File: config.mk
export PLATFORM = sky130hd
export DESIGN_NAME = sram_like_arbiter
export DESIGN_NICKNAME = d
export VERILOG_FILES = /design/src/rtl/sram_arb_pkg.sv /design/src/rtl/sram_arb_tag_fifo.sv /design/src/rtl/sram_like_arbiter.sv
export SDC_FILE = /design/constraint.sdc
export NUM_CORES = 1
export LEC_CHECK = 0
export ABC_AREA = 1
export CORE_AREA = 2 2 125 127
export DETAILED_ROUTE_END_ITERATION = 6
export DIE_AREA = 0 0 127 129
export MAX_ROUTING_LAYER = met4
export PLACE_DENSITY = 0.54
export SYNTH_ARGS = -nofsm -noshare
export SYNTH_HDL_FRONTEND = slang
export SYNTH_SLANG_ARGS = --single-unit
File: constraint.sdc
create_clock -name clk -period 2.2 [get_ports clk]
set_input_delay 0.22 -clock clk [delete_from_list [all_inputs] [get_ports clk]]
set_output_delay 0.22 -clock clk [all_outputs]
set_load 0.01 [all_outputs]
File: src/rtl/sram_arb_pkg.sv
// Shared types for the inst/data sram-like arbiter: owner tags and the request bundle.
package sram_arb_pkg;

    typedef logic owner_t;

    localparam owner_t OWNER_INST = 1'b0;
    localparam owner_t OWNER_DATA = 1'b1;

    typedef struct packed {
        logic        wr;
        logic [1:0]  size;
        logic [3:0]  wstrb;
        logic [31:0] addr;
        logic [31:0] wdata;
    } sram_req_t;

endpackage

File: src/rtl/sram_arb_tag_fifo.sv
// In-order ownership FIFO: one owner tag per outstanding transaction, popped on data_ok.
module sram_arb_tag_fifo
    import sram_arb_pkg::*;
#(
    parameter int unsigned Depth = 4
) (
    input  logic   clk,
    input  logic   reset,
    input  logic   push,
    input  owner_t push_tag,
    input  logic   pop,
    output logic   full,
    output logic   empty,
    output owner_t head
);

    localparam int unsigned PtrW = $clog2(Depth);
    localparam logic [PtrW:0] DepthCnt = (PtrW + 1)'(Depth);

    logic [Depth-1:0] tag_q;
    logic [PtrW-1:0]  wr_ptr_q, rd_ptr_q;
    logic [PtrW:0]    count_q;
    logic             do_push, do_pop;

    assign full    = (count_q == DepthCnt);
    assign empty   = (count_q == '0);
    assign head    = tag_q[rd_ptr_q];
    assign do_push = push & ~full;
    assign do_pop  = pop & ~empty;

    always_ff @(posedge clk or posedge reset) begin
        if (reset) begin
            tag_q    <= '0;
            wr_ptr_q <= '0;
            rd_ptr_q <= '0;
            count_q  <= '0;
        end else begin
            if (do_push) begin
                tag_q[wr_ptr_q] <= push_tag;
                wr_ptr_q        <= wr_ptr_q + PtrW'(1);
            end
            if (do_pop) begin
                rd_ptr_q <= rd_ptr_q + PtrW'(1);
            end
            unique case ({do_push, do_pop})
                2'b10:   count_q <= count_q + (PtrW + 1)'(1);
                2'b01:   count_q <= count_q - (PtrW + 1)'(1);
                default: count_q <= count_q;
            endcase
        end
    end

endmodule

File: src/rtl/sram_like_arbiter.sv
// Two-to-one sram-like arbiter (inst/data) with address-phase lock and in-order data_ok steering.
// Define SRAM_ARB_RR_EN for round-robin priority; default is fixed data-over-inst.
module sram_like_arbiter
    import sram_arb_pkg::*;
#(
    parameter int unsigned MAX_OUTSTANDING = 4
) (
    input  logic        clk,
    input  logic        reset,

    input  logic        inst_sram_req,
    input  logic        inst_sram_wr,
    input  logic [1:0]  inst_sram_size,
    input  logic [3:0]  inst_sram_wstrb,
    input  logic [31:0] inst_sram_addr,
    input  logic [31:0] inst_sram_wdata,
    output logic        inst_sram_addr_ok,
    output logic        inst_sram_data_ok,
    output logic [31:0] inst_sram_rdata,

    input  logic        data_sram_req,
    input  logic        data_sram_wr,
    input  logic [1:0]  data_sram_size,
    input  logic [3:0]  data_sram_wstrb,
    input  logic [31:0] data_sram_addr,
    input  logic [31:0] data_sram_wdata,
    output logic        data_sram_addr_ok,
    output logic        data_sram_data_ok,
    output logic [31:0] data_sram_rdata,

    output logic        mem_sram_req,
    output logic        mem_sram_wr,
    output logic [1:0]  mem_sram_size,
    output logic [3:0]  mem_sram_wstrb,
    output logic [31:0] mem_sram_addr,
    output logic [31:0] mem_sram_wdata,
    input  logic        mem_sram_addr_ok,
    input  logic        mem_sram_data_ok,
    input  logic [31:0] mem_sram_rdata
);

    logic      run;
    logic      full, empty;
    owner_t    head;
    logic      lock_q, lock_d;
    owner_t    lock_owner_q, lock_owner_d;
    logic      lock_owner_req;
    logic      gnt_valid;
    owner_t    gnt_owner;
    owner_t    prio;
    logic      accept, pop;
    sram_req_t inst_bundle, data_bundle, mem_bundle;

    // Outputs are forced low for as long as reset is asserted.
    assign run = ~reset;

    assign lock_owner_req = (lock_owner_q == OWNER_DATA) ? data_sram_req : inst_sram_req;

    always_comb begin
        gnt_valid = 1'b0;
        gnt_owner = OWNER_DATA;
        if (!full) begin
            if (lock_q) begin
                gnt_owner = lock_owner_q;
                gnt_valid = lock_owner_req;
            end else if (inst_sram_req && data_sram_req) begin
                gnt_valid = 1'b1;
                gnt_owner = prio;
            end else if (data_sram_req) begin
                gnt_valid = 1'b1;
                gnt_owner = OWNER_DATA;
            end else if (inst_sram_req) begin
                gnt_valid = 1'b1;
                gnt_owner = OWNER_INST;
            end
        end
    end

    assign mem_sram_req = run & gnt_valid;
    assign accept       = mem_sram_req & mem_sram_addr_ok;
    assign pop          = run & mem_sram_data_ok & ~empty;

    // Lock survives a full-FIFO stall; it only drops on acceptance or if the owner withdraws.
    always_comb begin
        lock_d       = lock_q;
        lock_owner_d = lock_owner_q;
        if (accept) begin
            lock_d = 1'b0;
        end else if (mem_sram_req) begin
            lock_d       = 1'b1;
            lock_owner_d = gnt_owner;
        end else if (lock_q && !lock_owner_req) begin
            lock_d = 1'b0;
        end
    end

    always_ff @(posedge clk or posedge reset) begin
        if (reset) begin
            lock_q       <= 1'b0;
            lock_owner_q <= OWNER_INST;
        end else begin
            lock_q       <= lock_d;
            lock_owner_q <= lock_owner_d;
        end
    end

`ifdef SRAM_ARB_RR_EN
    // Holds the master preferred on the next contended cycle.
    owner_t prio_q;

    always_ff @(posedge clk or posedge reset) begin
        if (reset) begin
            prio_q <= OWNER_DATA;
        end else if (accept) begin
            prio_q <= ~gnt_owner;
        end
    end

    assign prio = prio_q;
`else
    assign prio = OWNER_DATA;
`endif

    sram_arb_tag_fifo #(
        .Depth(MAX_OUTSTANDING)
    ) u_tag_fifo (
        .clk     (clk),
        .reset   (reset),
        .push    (accept),
        .push_tag(gnt_owner),
        .pop     (pop),
        .full    (full),
        .empty   (empty),
        .head    (head)
    );

    assign inst_bundle = '{wr: inst_sram_wr, size: inst_sram_size, wstrb: inst_sram_wstrb,
                           addr: inst_sram_addr, wdata: inst_sram_wdata};
    assign data_bundle = '{wr: data_sram_wr, size: data_sram_size, wstrb: data_sram_wstrb,
                           addr: data_sram_addr, wdata: data_sram_wdata};

    assign mem_bundle = !mem_sram_req ? '0 :
                        (gnt_owner == OWNER_DATA) ? data_bundle : inst_bundle;

    assign mem_sram_wr    = mem_bundle.wr;
    assign mem_sram_size  = mem_bundle.size;
    assign mem_sram_wstrb = mem_bundle.wstrb;
    assign mem_sram_addr  = mem_bundle.addr;
    assign mem_sram_wdata = mem_bundle.wdata;

    assign inst_sram_addr_ok = accept & (gnt_owner == OWNER_INST);
    assign data_sram_addr_ok = accept & (gnt_owner == OWNER_DATA);
    assign inst_sram_data_ok = pop & (head == OWNER_INST);
    assign data_sram_data_ok = pop & (head == OWNER_DATA);
    assign inst_sram_rdata   = run ? mem_sram_rdata : '0;
    assign data_sram_rdata   = run ? mem_sram_rdata : '0;

endmodule

### Word level (Yosys, flattened, before mapping)

Cells that the tools add are included.

* equal/unequal tests: 3
* multiplexer cells: 23
* bitwise gates (word level): 16
* $add $sub $neg: 4
* reduce and logical (&&, ||, !) cells: 8
* order comparisons: 3

Operator list (number)
* 71-bit 2-to-1 mux: 2
* 32-bit 2-to-1 mux: 1
* 1-bit 2-to-1 mux: 16
* 1-bit AND: 10
* 2-bit by 3-bit < comparator with 1-bit output (second input constant): 2
* 1-bit inverter: 6
* 3-bit one-hot mux with 2 select lines: 1
* 2-bit by 1-bit adder with 2-bit output (second input constant): 2
* 4-bit bitwise mux: 1
* 3-bit by 1-bit adder with 3-bit output (second input constant): 1
* 3-bit == test (second input constant): 1
* 1-bit logical AND: 3
* 3-bit logical NOT: 1
* 3-bit nonzero test: 1
* 3-bit by 1-bit subtractor with 3-bit output (second input constant): 1
* 1-bit binary-select mux with 2-bit select: 1
* 1-bit demux with 2-bit select: 1
* 2-bit by 1-bit == test with 1-bit output (second input constant): 1
* 2-bit == test (second input constant): 1
* 2-bit by 1-bit >= comparator with 1-bit output (second input constant): 1
* 2-bit AND reduction: 1
* 2-bit nonzero test: 1
* 1-bit logical NOT: 1

* register bits: 13
* input port bits: 180

### Longest topological paths before layout

* depth after elaboration: 10
* depth in mapped cells: 12
* mapped depth without buffers: 12

### Cells and area by module

A second synthesis with hierarchy kept.

* cell total of the unflattened synthesis: 606
* area total of the unflattened synthesis: 2899.0 um^2

By module, submodules not included
* sram_like_arbiter: area each 2227.1 um^2, cells each 522, times used 1
* sram_arb_tag_fifo: area each 671.9 um^2, cells each 84, times used 1

### Worst setup path before layout

OpenSTA, ideal clock, no wires.

* path type: input to register
* from: in reset
* to: reg u_tag_fifo.count_q[2]
* data arrival time: 2.011 ns
* required time: 2.069 ns
* cell stages on the path: 11
* setup time: 0.131 ns
* buffers on the path: 1
* path slack: 0.058 ns
* cell sequence: clkbuf_1 -> inv_1 -> nand2_1 -> nor2_4 -> nand2_1 -> ha_1 -> inv_1 -> fa_1 -> a21oi_1 -> o21ai_0 -> xor2_1

* cells in the longest elaborated chain, start to end: 6
* elaborated cells on any way between the ends: 11

Ends and longest elaborated chain
* start: declaration: RTL line sram_like_arbiter.sv:9 `input logic reset,`
* 1-bit inverter *: RTL line sram_like_arbiter.sv:55 `assign run = ~reset;`
* 1-bit AND *: RTL line sram_like_arbiter.sv:79 `assign mem_sram_req = run & gnt_valid;`
* via mem_sram_req: RTL line sram_like_arbiter.sv:31 `output logic mem_sram_req,`
* 1-bit AND *: RTL line sram_like_arbiter.sv:80 `assign accept = mem_sram_req & mem_sram_addr_ok;`
* 1-bit AND *: RTL line sram_arb_tag_fifo.sv:28 `assign do_push = push & ~full;`
* 2-bit by 1-bit == test with 1-bit output or 2-bit == test (tied branches): RTL line sram_arb_tag_fifo.sv:45 `unique case ({do_push, do_pop})`
* 3-bit one-hot mux with 2 select lines or 2-bit nonzero test (tied branches)
* end signal: assignment: RTL line sram_arb_tag_fifo.sv:46 `2'b10: count_q <= count_q + (PtrW + 1)'(1);`
* end signal: assignment: RTL line sram_arb_tag_fifo.sv:47 `2'b01: count_q <= count_q - (PtrW + 1)'(1);`
* end signal: assignment: RTL line sram_arb_tag_fifo.sv:48 `default: count_q <= count_q;`
* end: declaration: RTL line sram_arb_tag_fifo.sv:22 `logic [PtrW:0] count_q;`

The timed path passes the listed nets; every way through them passes the cells marked *.
A chain may end at the register's enable or synchronous reset.

### Worst setup path in the final report

* from: in inst_sram_req
* to: out mem_sram_addr[11]

* cells in the longest elaborated chain, start to end: 7
* elaborated cells on any way between the ends: 15

Ends and longest elaborated chain
* start: declaration: RTL line sram_like_arbiter.sv:11 `input logic inst_sram_req,`
* 1-bit 2-to-1 mux: RTL line sram_like_arbiter.sv:72 `end else if (inst_sram_req) begin`
* 1-bit 2-to-1 mux: RTL line sram_like_arbiter.sv:69 `end else if (data_sram_req) begin`
* 1-bit 2-to-1 mux: RTL line sram_like_arbiter.sv:66 `end else if (inst_sram_req && data_sram_req) begin`
* 1-bit 2-to-1 mux: RTL line sram_like_arbiter.sv:63 `if (lock_q) begin`
* 1-bit 2-to-1 mux: RTL line sram_like_arbiter.sv:62 `if (!full) begin`
* 71-bit 2-to-1 mux or 1-bit AND (tied branches): RTL line sram_like_arbiter.sv:143, sram_like_arbiter.sv:79
* 71-bit 2-to-1 mux *: RTL line sram_like_arbiter.sv:142 `assign mem_bundle = !mem_sram_req ? '0 :`
* end: declaration: RTL line sram_like_arbiter.sv:35 `output logic [31:0] mem_sram_addr,`

Mark *: on every way between the ends. The rest lies on a longest branch, timed or not.

==> reports/qor.txt <==
status -> finished clean
Setup CP Type -> in -> out
GR Overflow Total -> 0
Placed Area -> 5740 um2
Initial Util -> 16.1%
post-detail-place hpwl -> 10900 um
Slew headroom -> 78.7%
WL per Instance -> 14.4 um
power density cells -> 709 nW/um2
Die X -> 127 um
clock root cell -> clkbuf_16
clk sinks -> 13
Detailed Route Iter0 Violations -> 127
global-route wire length before repair -> 19000 um
Unique masters post-synth -> 24
CTS Buf Count -> 3
row count -> 45
Post-synth EDFFs -> 0
layout cells sized above 1 -> 9.36%
Final #Nets -> 924
RSZ-0062 raised after global routing -> no
area delta synth->final -> 141%
ANT cells -> 0
gr usage total -> 14.8%
Primary FF master, synth -> dfrtp_1
CP Capture Type -> output port
most common cell in the netlist -> nand2_1
largest net degree at the start of global routing -> 62
worst endpoint required time -> 1.98 ns
Tightest Pin Transition -> 0.319 ns
Die Ht -> 129 um
compound-gate portion of the synthesized area -> 19.0%
CP arrival -> 1.88 ns
Clock Skew -> 0.00490 ns
Final period util -> 95.6%
Post-Syn Instances -> 439
reg2reg start -> u_tag_fifo.count_q[1]
FF-to-FF setup slack -> 0.23 ns
initial antenna violation count -> 0
Synth top cells by count -> 176 x nand2_1, 60 x a21oi_1, 45 x inv_1, 39 x nor2_1, 35 x buf_4
Synth top area share -> 27.4%
Synth area leader -> nand2_1
maxcap violations -> 0
IO buf count -> 319
design area -> 5790 um2
top cells by area, synth -> nand2_1 27%, dfrtp_1 14%, a21oi_1 12%
Mean Syn Cell Area -> 5.49 um2
crit path max fanout -> 25
later-pin clock latency in the skew report -> 0.24 ns
final hold vios -> 0
leakage -> 2.79 nW
vias in the first global route -> 3728
RR Endpoint -> u_tag_fifo.count_q[2]
via count -> 3746
I/O pin cnt -> 320
Synth Cell Area -> 2410 um2
CTS tree -> built
Final setup viols -> 0
Worst Hold Class -> in -> async
worst ir drop on vdd -> 288 uV
Placer Congestion -> 0.800
die area -> 16400 um2
fmax -> 476 MHz
post-synthesis mux area share -> 0%
clock slew at reported path FFs -> 0.05 ns
Yosys reg bits -> 13
final hold slack -> 0.396 ns
XOR/XNOR share of the synthesized area -> 1.09%
post-synthesis simple-gate area fraction -> 38.1%
Routed Wire Length -> 13300 um
async set-reset flop share out of synthesis -> 100%
largest family of logic cells by synthesized area -> simple AND/OR/NAND/NOR gates
final antenna-violating net count -> 0
crit start category -> input pin
H-tree levels -> 1
post-synthesis sequential area ratio -> 13.5%
post-synthesis adder-cell area fraction -> 3.43%
Core Region -> 15000 um2
syn nets -> 625
DR DRC count -> 0
Max Transition Viols Final -> 0
fin crit period -> 2.10 ns
DR pass1 iterations -> 4
YS warnings -> 0
largest buffer count on any clock path -> 2
Vias/cell -> 4.05
Reg2Reg Depth -> 11
[critical path: stages]
cell	delay [ns]
clkdlybuf4s50_1	0.48
inv_1	0.06
o21ai_1	0.15
nand3_2	0.15
inv_4	0.13
buf_12	0.17
nand2_1	0.08
a21oi_2	0.15
dlygate4sd2_1	0.30
[routing by layer]
| layer | GRT usage [%] | part of all wire (%) | vias up |
|---|---|---|---|
| met5 | - | 0 | - |
| met4 | 3.62 | 1.4 | 0 |
| met3 | 2.04 | 5.3 | 14 |
| met2 | 26.9 | 53 | 145 |
| met1 | 17.2 | 40 | 1668 |
| li1 | - | - | 1919 |
[power by group]
| group | switching [mW] | internal (mW) |
|---|---|---|
| clock network | 0.0990 | 0.244 |
| registers | 0.0936 | 0.356 |
| logic | 1.74 | 1.58 |
| total | 1.93 | 2.18 |
[state kept, by name, summed over array words and instances, names as in the netlist]
name and cells:
u_tag_fifo.wr_ptr_q 2, lock_q 1, lock_owner_q 1, u_tag_fifo.count_q 3, u_tag_fifo.rd_ptr_q 2, u_tag_fifo.tag_q 4
[cell usage in the layout (no fill, tap or decap), types with 2 or more instances in the layout]
cell type        synthesis  layout
clkbuf_16                0       4
a21oi_1                 60      55
nor2_1                  39      39
a21oi_2                 15      20
dfrtp_1                 13      13
buf_4                   35      24
nand2_2                  1       2
nand4_1                  8       8
xor2_1                   2       2
nand2_1                176     174
inv_1                   45      45
dlygate4sd2_1            0      63
clkdlybuf4s50_1          0     246
ha_1                     5       5
o21ai_0                  4       4
nand3_1                  4       4
clkbuf_2                 0       5
clkdlybuf4s15_1          0       5
buf_12                   0       8
[cell families after synthesis]
| kind of cell | count (synthesis) |
|---|---|
| AO/OA/AOI/OAI | 80 |
| XOR/XNOR | 3 |
| adder cells (fa/ha/maj) | 6 |
| buffers and inverters | 105 |
| flip-flops | 13 |
| AND/OR/NAND/NOR | 232 |
[per-stage QoR]
step           power [mW]  setup WS [ns]  instances  setup TNS (ns)  util, %
2_1_floorplan        2.12         0.0577        439               0        -
3_3_place_gp         3.86         -0.349        917          -15.51     38.3
3_5_place_dp         3.91         -0.292        917          -12.33     38.3
4_1_cts              4.05        0.00506        921               0     38.3
5_1_grt              4.48        0.00266        925               0     38.7
6_report             4.11         0.0978        925               0     38.7
[final cells by class]
class / instances / area [um2]
inverters: 46 / 175
clock buffers: 4 / 78.8
repair buffers: 353 / 3470
fillers: 1626 / 9180
well taps: 188 / 235
flip-flops and latches: 13 / 325
multi-input cells: 321 / 1510
[how the worst max path moves through the flow]
| stage | to | slack, ns | startpoint |
|---|---|---|---|
| floorplan | u_tag_fifo.count_q[2] | 0.06 | reset |
| global placement | mem_sram_addr[1] | -0.35 | inst_sram_req |
| detailed placement | mem_sram_wdata[5] | -0.29 | inst_sram_req |
| CTS | inst_sram_addr_ok | 0.005 | inst_sram_req |
| global route | mem_sram_wdata[11] | 0.003 | data_sram_req |
| finish | mem_sram_addr[11] | 0.1 | inst_sram_req |
[timing repair]
action,CTS,global route
endpoints found under the setup margin,73,37
buffers inserted,0,2
gates cloned,0,2
hold buffers,0,0
pin swaps,1,1
gates resized for setup,78,19
Power figures use the tool's default switching activity.
